$ cat config.mk
export PLATFORM = sky130hd
export DESIGN_NAME = branch_predict_unit
export DESIGN_NICKNAME = d
export VERILOG_FILES = /design/src/rtl/branch_predict_unit.sv
export SDC_FILE = /design/constraint.sdc
export NUM_CORES = 2
export LEC_CHECK = 0
export CORE_ASPECT_RATIO = 0.6
export CORE_MARGIN = 2
export CORE_UTILIZATION = 49
export DETAILED_ROUTE_END_ITERATION = 8
export PLACE_DENSITY_LB_ADDON = 0.25
export RECOVER_POWER = 100
export SLEW_MARGIN = 20
export SYNTH_ARGS = -nofsm -noshare
export SYNTH_HDL_FRONTEND = slang
export SYNTH_SLANG_ARGS = --single-unit
$ cat constraint.sdc
create_clock -name clk -period 6.62 [get_ports clk]
set_input_delay 0.662 -clock clk [delete_from_list [all_inputs] [get_ports clk]]
set_output_delay 0.662 -clock clk [all_outputs]
set_load 0.02 [all_outputs]
$ cat src/rtl/branch_predict_unit.sv
// Branch prediction unit: direct-mapped BTB with 2-bit counters for same-cycle fetch
// prediction, execute-stage branch/jump resolution, registered redirect and statistics.
module branch_predict_unit #(
  parameter int ENTRIES  = 16,
  parameter int IDX_BITS = $clog2(ENTRIES)
) (
  input  logic        clk,
  input  logic        rst_n,
  input  logic [31:0] fetch_pc,
  output logic        pred_taken,
  output logic [31:0] pred_next_pc,
  input  logic        ex_valid,
  input  logic [31:0] ex_pc,
  input  logic [31:0] ex_rs_val,
  input  logic [31:0] ex_rt_val,
  input  logic [15:0] ex_immediate,
  input  logic [25:0] ex_jump_address,
  input  logic [2:0]  ex_branch_control,
  input  logic        ex_is_branch,
  input  logic        ex_is_jump,
  input  logic        ex_is_jr,
  input  logic        ex_pred_taken,
  input  logic [31:0] ex_pred_next_pc,
  output logic        redirect_valid,
  output logic [31:0] redirect_pc,
  output logic [31:0] branch_count,
  output logic [31:0] mispredict_count
);

  localparam int TAG_W = 32 - IDX_BITS - 2;

  logic             valid_r  [ENTRIES];
  logic [TAG_W-1:0] tag_r    [ENTRIES];
  logic [31:0]      target_r [ENTRIES];
  logic             uncond_r [ENTRIES];
  logic [1:0]       ctr_r    [ENTRIES];

  logic        redirect_valid_r;
  logic [31:0] redirect_pc_r;
  logic [31:0] branch_count_r;
  logic [31:0] mispredict_count_r;

  logic [IDX_BITS-1:0] f_idx_s, e_idx_s;
  logic                f_hit_s, e_hit_s;
  logic [1:0]          f_ctr_s, e_ctr_s;
  logic                cond_s, taken_s, mispredict_s, is_ctrl_s;
  logic [31:0]         seq_pc_s, br_target_s, jmp_target_s, actual_next_s;
  logic                unused_s;

  // The fetch-side prediction flag is carried only for debug; the redirect decision uses the PC.
  assign unused_s = ex_pred_taken;

  assign f_idx_s      = fetch_pc[IDX_BITS+1:2];
  assign f_ctr_s      = ctr_r[f_idx_s];
  assign f_hit_s      = valid_r[f_idx_s] && (tag_r[f_idx_s] == fetch_pc[31:IDX_BITS+2]);
  assign pred_taken   = f_hit_s && (uncond_r[f_idx_s] || f_ctr_s[1]);
  assign pred_next_pc = pred_taken ? target_r[f_idx_s] : (fetch_pc + 32'd4);

  assign e_idx_s      = ex_pc[IDX_BITS+1:2];
  assign e_ctr_s      = ctr_r[e_idx_s];
  assign e_hit_s      = valid_r[e_idx_s] && (tag_r[e_idx_s] == ex_pc[31:IDX_BITS+2]);
  assign seq_pc_s     = ex_pc + 32'd4;
  assign br_target_s  = seq_pc_s + {{14{ex_immediate[15]}}, ex_immediate, 2'b00};
  assign jmp_target_s = {ex_pc[31:28], ex_jump_address, 2'b00};
  assign is_ctrl_s    = ex_is_branch || ex_is_jump || ex_is_jr;

  // Compare select for conditional branches.
  always_comb begin
    cond_s = 1'b0;
    case (ex_branch_control)
      3'b000:  cond_s = (ex_rs_val == ex_rt_val);
      3'b001:  cond_s = (ex_rs_val != ex_rt_val);
      3'b010:  cond_s = ($signed(ex_rs_val) >  $signed(ex_rt_val));
      3'b011:  cond_s = ($signed(ex_rs_val) >= $signed(ex_rt_val));
      3'b100:  cond_s = ($signed(ex_rs_val) <  $signed(ex_rt_val));
      3'b101:  cond_s = ($signed(ex_rs_val) <= $signed(ex_rt_val));
      3'b110:  cond_s = (ex_rs_val <  ex_rt_val);
      3'b111:  cond_s = (ex_rs_val >  ex_rt_val);
      default: cond_s = 1'b0;
    endcase
  end

  // Actual next PC with branch > jump > jr priority.
  always_comb begin
    taken_s       = 1'b0;
    actual_next_s = seq_pc_s;
    if (ex_is_branch) begin
      taken_s       = cond_s;
      actual_next_s = cond_s ? br_target_s : seq_pc_s;
    end else if (ex_is_jump) begin
      actual_next_s = jmp_target_s;
    end else if (ex_is_jr) begin
      actual_next_s = ex_rs_val;
    end else begin
      actual_next_s = seq_pc_s;
    end
  end

  assign mispredict_s = ex_valid && (actual_next_s != ex_pred_next_pc);

  // BTB update from execute; fetch reads the pre-update contents in the same cycle.
  always_ff @(posedge clk or negedge rst_n) begin
    if (!rst_n) begin
      for (int i = 0; i < ENTRIES; i++) begin
        valid_r[i]  <= 1'b0;
        tag_r[i]    <= '0;
        target_r[i] <= 32'd0;
        uncond_r[i] <= 1'b0;
        ctr_r[i]    <= 2'd1;
      end
    end else if (ex_valid) begin
      if (ex_is_branch) begin
        if (e_hit_s) begin
          if (taken_s) begin
            target_r[e_idx_s] <= br_target_s;
            if (e_ctr_s != 2'd3) ctr_r[e_idx_s] <= e_ctr_s + 2'd1;
          end else if (e_ctr_s != 2'd0) begin
            ctr_r[e_idx_s] <= e_ctr_s - 2'd1;
          end
        end else if (taken_s) begin
          valid_r[e_idx_s]  <= 1'b1;
          tag_r[e_idx_s]    <= ex_pc[31:IDX_BITS+2];
          target_r[e_idx_s] <= br_target_s;
          uncond_r[e_idx_s] <= 1'b0;
          ctr_r[e_idx_s]    <= 2'd2;
        end
      end else if (ex_is_jump) begin
        valid_r[e_idx_s]  <= 1'b1;
        tag_r[e_idx_s]    <= ex_pc[31:IDX_BITS+2];
        target_r[e_idx_s] <= jmp_target_s;
        uncond_r[e_idx_s] <= 1'b1;
      end else if (e_hit_s) begin
        valid_r[e_idx_s] <= 1'b0;
      end
    end
  end

  // Registered redirect and saturating statistics.
  always_ff @(posedge clk or negedge rst_n) begin
    if (!rst_n) begin
      redirect_valid_r   <= 1'b0;
      redirect_pc_r      <= 32'd0;
      branch_count_r     <= 32'd0;
      mispredict_count_r <= 32'd0;
    end else begin
      redirect_valid_r <= mispredict_s;
      if (mispredict_s) begin
        redirect_pc_r <= actual_next_s;
        if (mispredict_count_r != 32'hFFFF_FFFF) mispredict_count_r <= mispredict_count_r + 32'd1;
      end
      if (ex_valid && is_ctrl_s && (branch_count_r != 32'hFFFF_FFFF)) begin
        branch_count_r <= branch_count_r + 32'd1;
      end
    end
  end

  assign redirect_valid   = redirect_valid_r;
  assign redirect_pc      = redirect_pc_r;
  assign branch_count     = branch_count_r;
  assign mispredict_count = mispredict_count_r;

endmodule

==> out/results.ini <==
[status]
status=finished, violations left
violations=capacitance limit, slew limit

[placed_design]
port-buffer-count=340
dp_hpwl_mm=133.3
place_inst=6773
place_congestion=0.9929

[cts]
root_buffer=clkbuf_16
post-cts-setup-buffers=0
cts_resized=0
ctsHtreeMaxLevel=3
cts.sinks=1089
worstSkewPairLatency_ns=0.75
cts_buffers=103
cts_tree=yes
clk_path_buf_depth=3
clk_pin_slew_ns=0.07

[yosys]
yosys-top-cells-count=dfrtp_1, nand2_1, o21ai_0
synth_top_area_cell=dfrtp_1
ys_seq_elements=1089
seq_area_frac_synth_pct=46.82
syn_nets=5289
synth.cell_area_um2=58250
synth-edff-count=0
syn_inst=5006
synth_area_leaders=dfrtp_1, mux4_2, mux2_2
synth_ff_type=dfrtp_1
yosysMostFrequentCell=dfrtp_1
synth-async-reset-ratio_pct=100.0
synth_cell_types=87
synth_top_area_share_pct=46.10
yosysWarnings=0
avgSynthCellArea_um2=11.64

[worst_setup_path]
required_ns=7.21
cp-start-kind=input pin
worst_ep_arrival_time_ns=7.09
path_common_cell=buf_4
worst-r2r-setup-slack_ns=1.62
crit_chain=clkdlybuf4s50_1 > nand4_4 > nor4_1 > nand2_1 > xor2_1 > inv_1 > ha_1 > nand2_1 > o21ai_0 > nor3_1 > a21oi_1 > o311ai_0 > buf_4 > a2111oi_0 > buf_4 > o22ai_1 > nor4b_1 > buf_4 > o2111ai_1 > o41a_2 > buf_12 > mux2_1
crit_family=compound AO/OA/AOI/OAI gates
crit_slowest_cell=a2111oi_0
worstPathMaxFanout=22
crit_buf_inv=6
critPathKind=input pin to flip-flop
end_kind=flip-flop
cp_slowest_stage_delay_ns=0.82

[power]
powerDensity_nw_per_um2=310.8
switchingPower_uw=6411
finalPower_uw=21060
switching_share_pct=30.45
p_int_uw=14650
p_comb_share_pct=25.1
ir_worst_vdd_v=0.0002392
power_frac_seq_pct=44.4
p_clk_share_pct=30.6
total_leakage_power_uw=0.02961

[timing]
worst_pin_slew_ns=4.408
finalSetupTns_ns=0
post-route-period-util_pct=98.24
setup-violations-final=0
slew_headroom_pct=-193.9
fin_skew_ns=0.05658
slew_violations=953
rsz0062_at_grt=false
holdWs_ns=0.4741
final.min_clock_period_ns=6.503
max_freq_ghz=0.1538
finalHoldViolCount=0

[grt]
grt_max_degree=160
grt_usage_pct=32.00
gr-total-overflow=0
grt_pass1_wl_mm=291.1
grt_pass1_vias=43277
antenna_found_initial=14

[min_path]
hp-class=input pin to flip-flop

[route]
wire_per_inst_um=27.96
num_vias=44054
dr.pass1.iters=8
drt-total-wl_mm=195.0
drtIter0Drc=5922
ant_nets=0
vias_per_cell=6.316
remaining_drc_errors=0

[floorplanning]
pin_count=342
rows=97
start_util_pct=49.68
coreArea_um2=117200
die_y_um=271.1
die_x_um=449.1
dieArea_um2=121700

[flow_run]
cap_violations=18

[finish]
fin_cells=6975
layout-drive-gt1-share_pct=24.82
fill_cells=9745
area_growth_pct=16.30
nets=5579

-- flip-flops by register name, summed over array words and instances (netlist names), named ones only --
signal	count
branch_count	32
redirect_valid	1
tag_r	416
target_r	512
redirect_pc	32
mispredict_count	32
ctr_r	32
-- through the flow --
step	area, um2	utilization (%)	setup WS [ns]
CTS	68340	58.29	0.5119
floorplan	58250	-	0.1656
global route	67740	57.78	0.07204
finish	67740	57.78	0.1165
global placement	64660	55.15	-0.2199
detailed placement	64660	55.15	-0.2256
-- cells by family (layout without fill, tap and decap cells) --
family,count (synthesis),after routing,synth area share (%)
simple gates,1279,1279,9.664
buf+inv,502,883,3.484
mux,918,918,26.27
compound gates,938,938,9.056
flops,1089,1089,46.82
fa+ha+maj,71,71,1.538
other cells,0,4,0
xor+xnor,209,209,3.166
-- what timing repair did --
action	in CTS	in global routing
endpoints found under the hold margin	0	65
endpoints found under the setup margin	0	0
hold buffers	0	1
-- layout make-up --
class | instances | area (um2) | area share [%]
well taps | 1584 | 1982 | 2.926
diodes | 4 | 10.01 | 0.01478
multi-input cells | 3415 | 28930 | 42.71
clock inverters | 42 | 565.5 | 0.8348
flip-flops and latches | 1089 | 27270 | 40.26
clock buffers | 154 | 3110 | 4.592
repair buffers | 609 | 5580 | 8.237
inverters | 78 | 292.8 | 0.4322
-- power groups by stage --
stage               combinational [uW]  sequential [uW]  clock, uW
floorplan                         3450             9140          0
CTS                               5290             9300       6500
global route                      5690             9520       6800
finish                            5280             9340       6430
global placement                  5120             9300          0
detailed placement                5270             9390          0
-- layer usage --
layer  vias to the layer above  part of all wire [%]  wire length (um)  GRT usage [%]
li1                      18818                     -                 -              -
met1                     22545                    43             84230          48.05
met2                      2351                    43             83640          45.54
met3                       326                    11             21320          8.569
met4                        14                   2.9              5668          9.259
met5                         -                 0.084               164              0
-- worst paths after layout --
| path | startpoint | to | cells past startpoint |
|---|---|---|---|
| min in group asynchronous | rst_n | target_r[414]$_DFFE_PN0P_ | 2 |
| max in group asynchronous | rst_n | tag_r[271]$_DFFE_PN0P_ | 4 |
| worst max-delay path | ex_pc[9] | redirect_pc[13]$_DFFE_PN0P_ | 22 |
| worst max register to register | tag_r[77]$_DFFE_PN0P_ | tag_r[80]$_DFFE_PN0P_ | 12 |
| worst min-delay path | ex_pc[2] | redirect_pc[2]$_DFFE_PN0P_ | 3 |
| worst min register to register | target_r[136]$_DFFE_PN0P_ | target_r[136]$_DFFE_PN0P_ | 2 |
-- tightest hold or removal path, cell delays in order --
cell      delay, ns
clkbuf_8       0.15
o211ai_1       0.20
a31o_2         0.16
-- layout by cell type (no fill, tap or decap), drive strengths merged, types with 37 or more instances in the layout --
cell and count:
and3 48, buf 226, mux2 436, o21ai 670
dfrtp 1073, nand4 51, nand2 777, xor2 37
ha 70, xnor2 171, a21o 39, mux2i 42
nor2 137, a21oi 84, inv 79, nor3 42
nand3 110, clkdlybuf4s50 229, dlygate4sd3 100, clkbuf 208
mux4 440
Power figures use the tool's default switching activity.
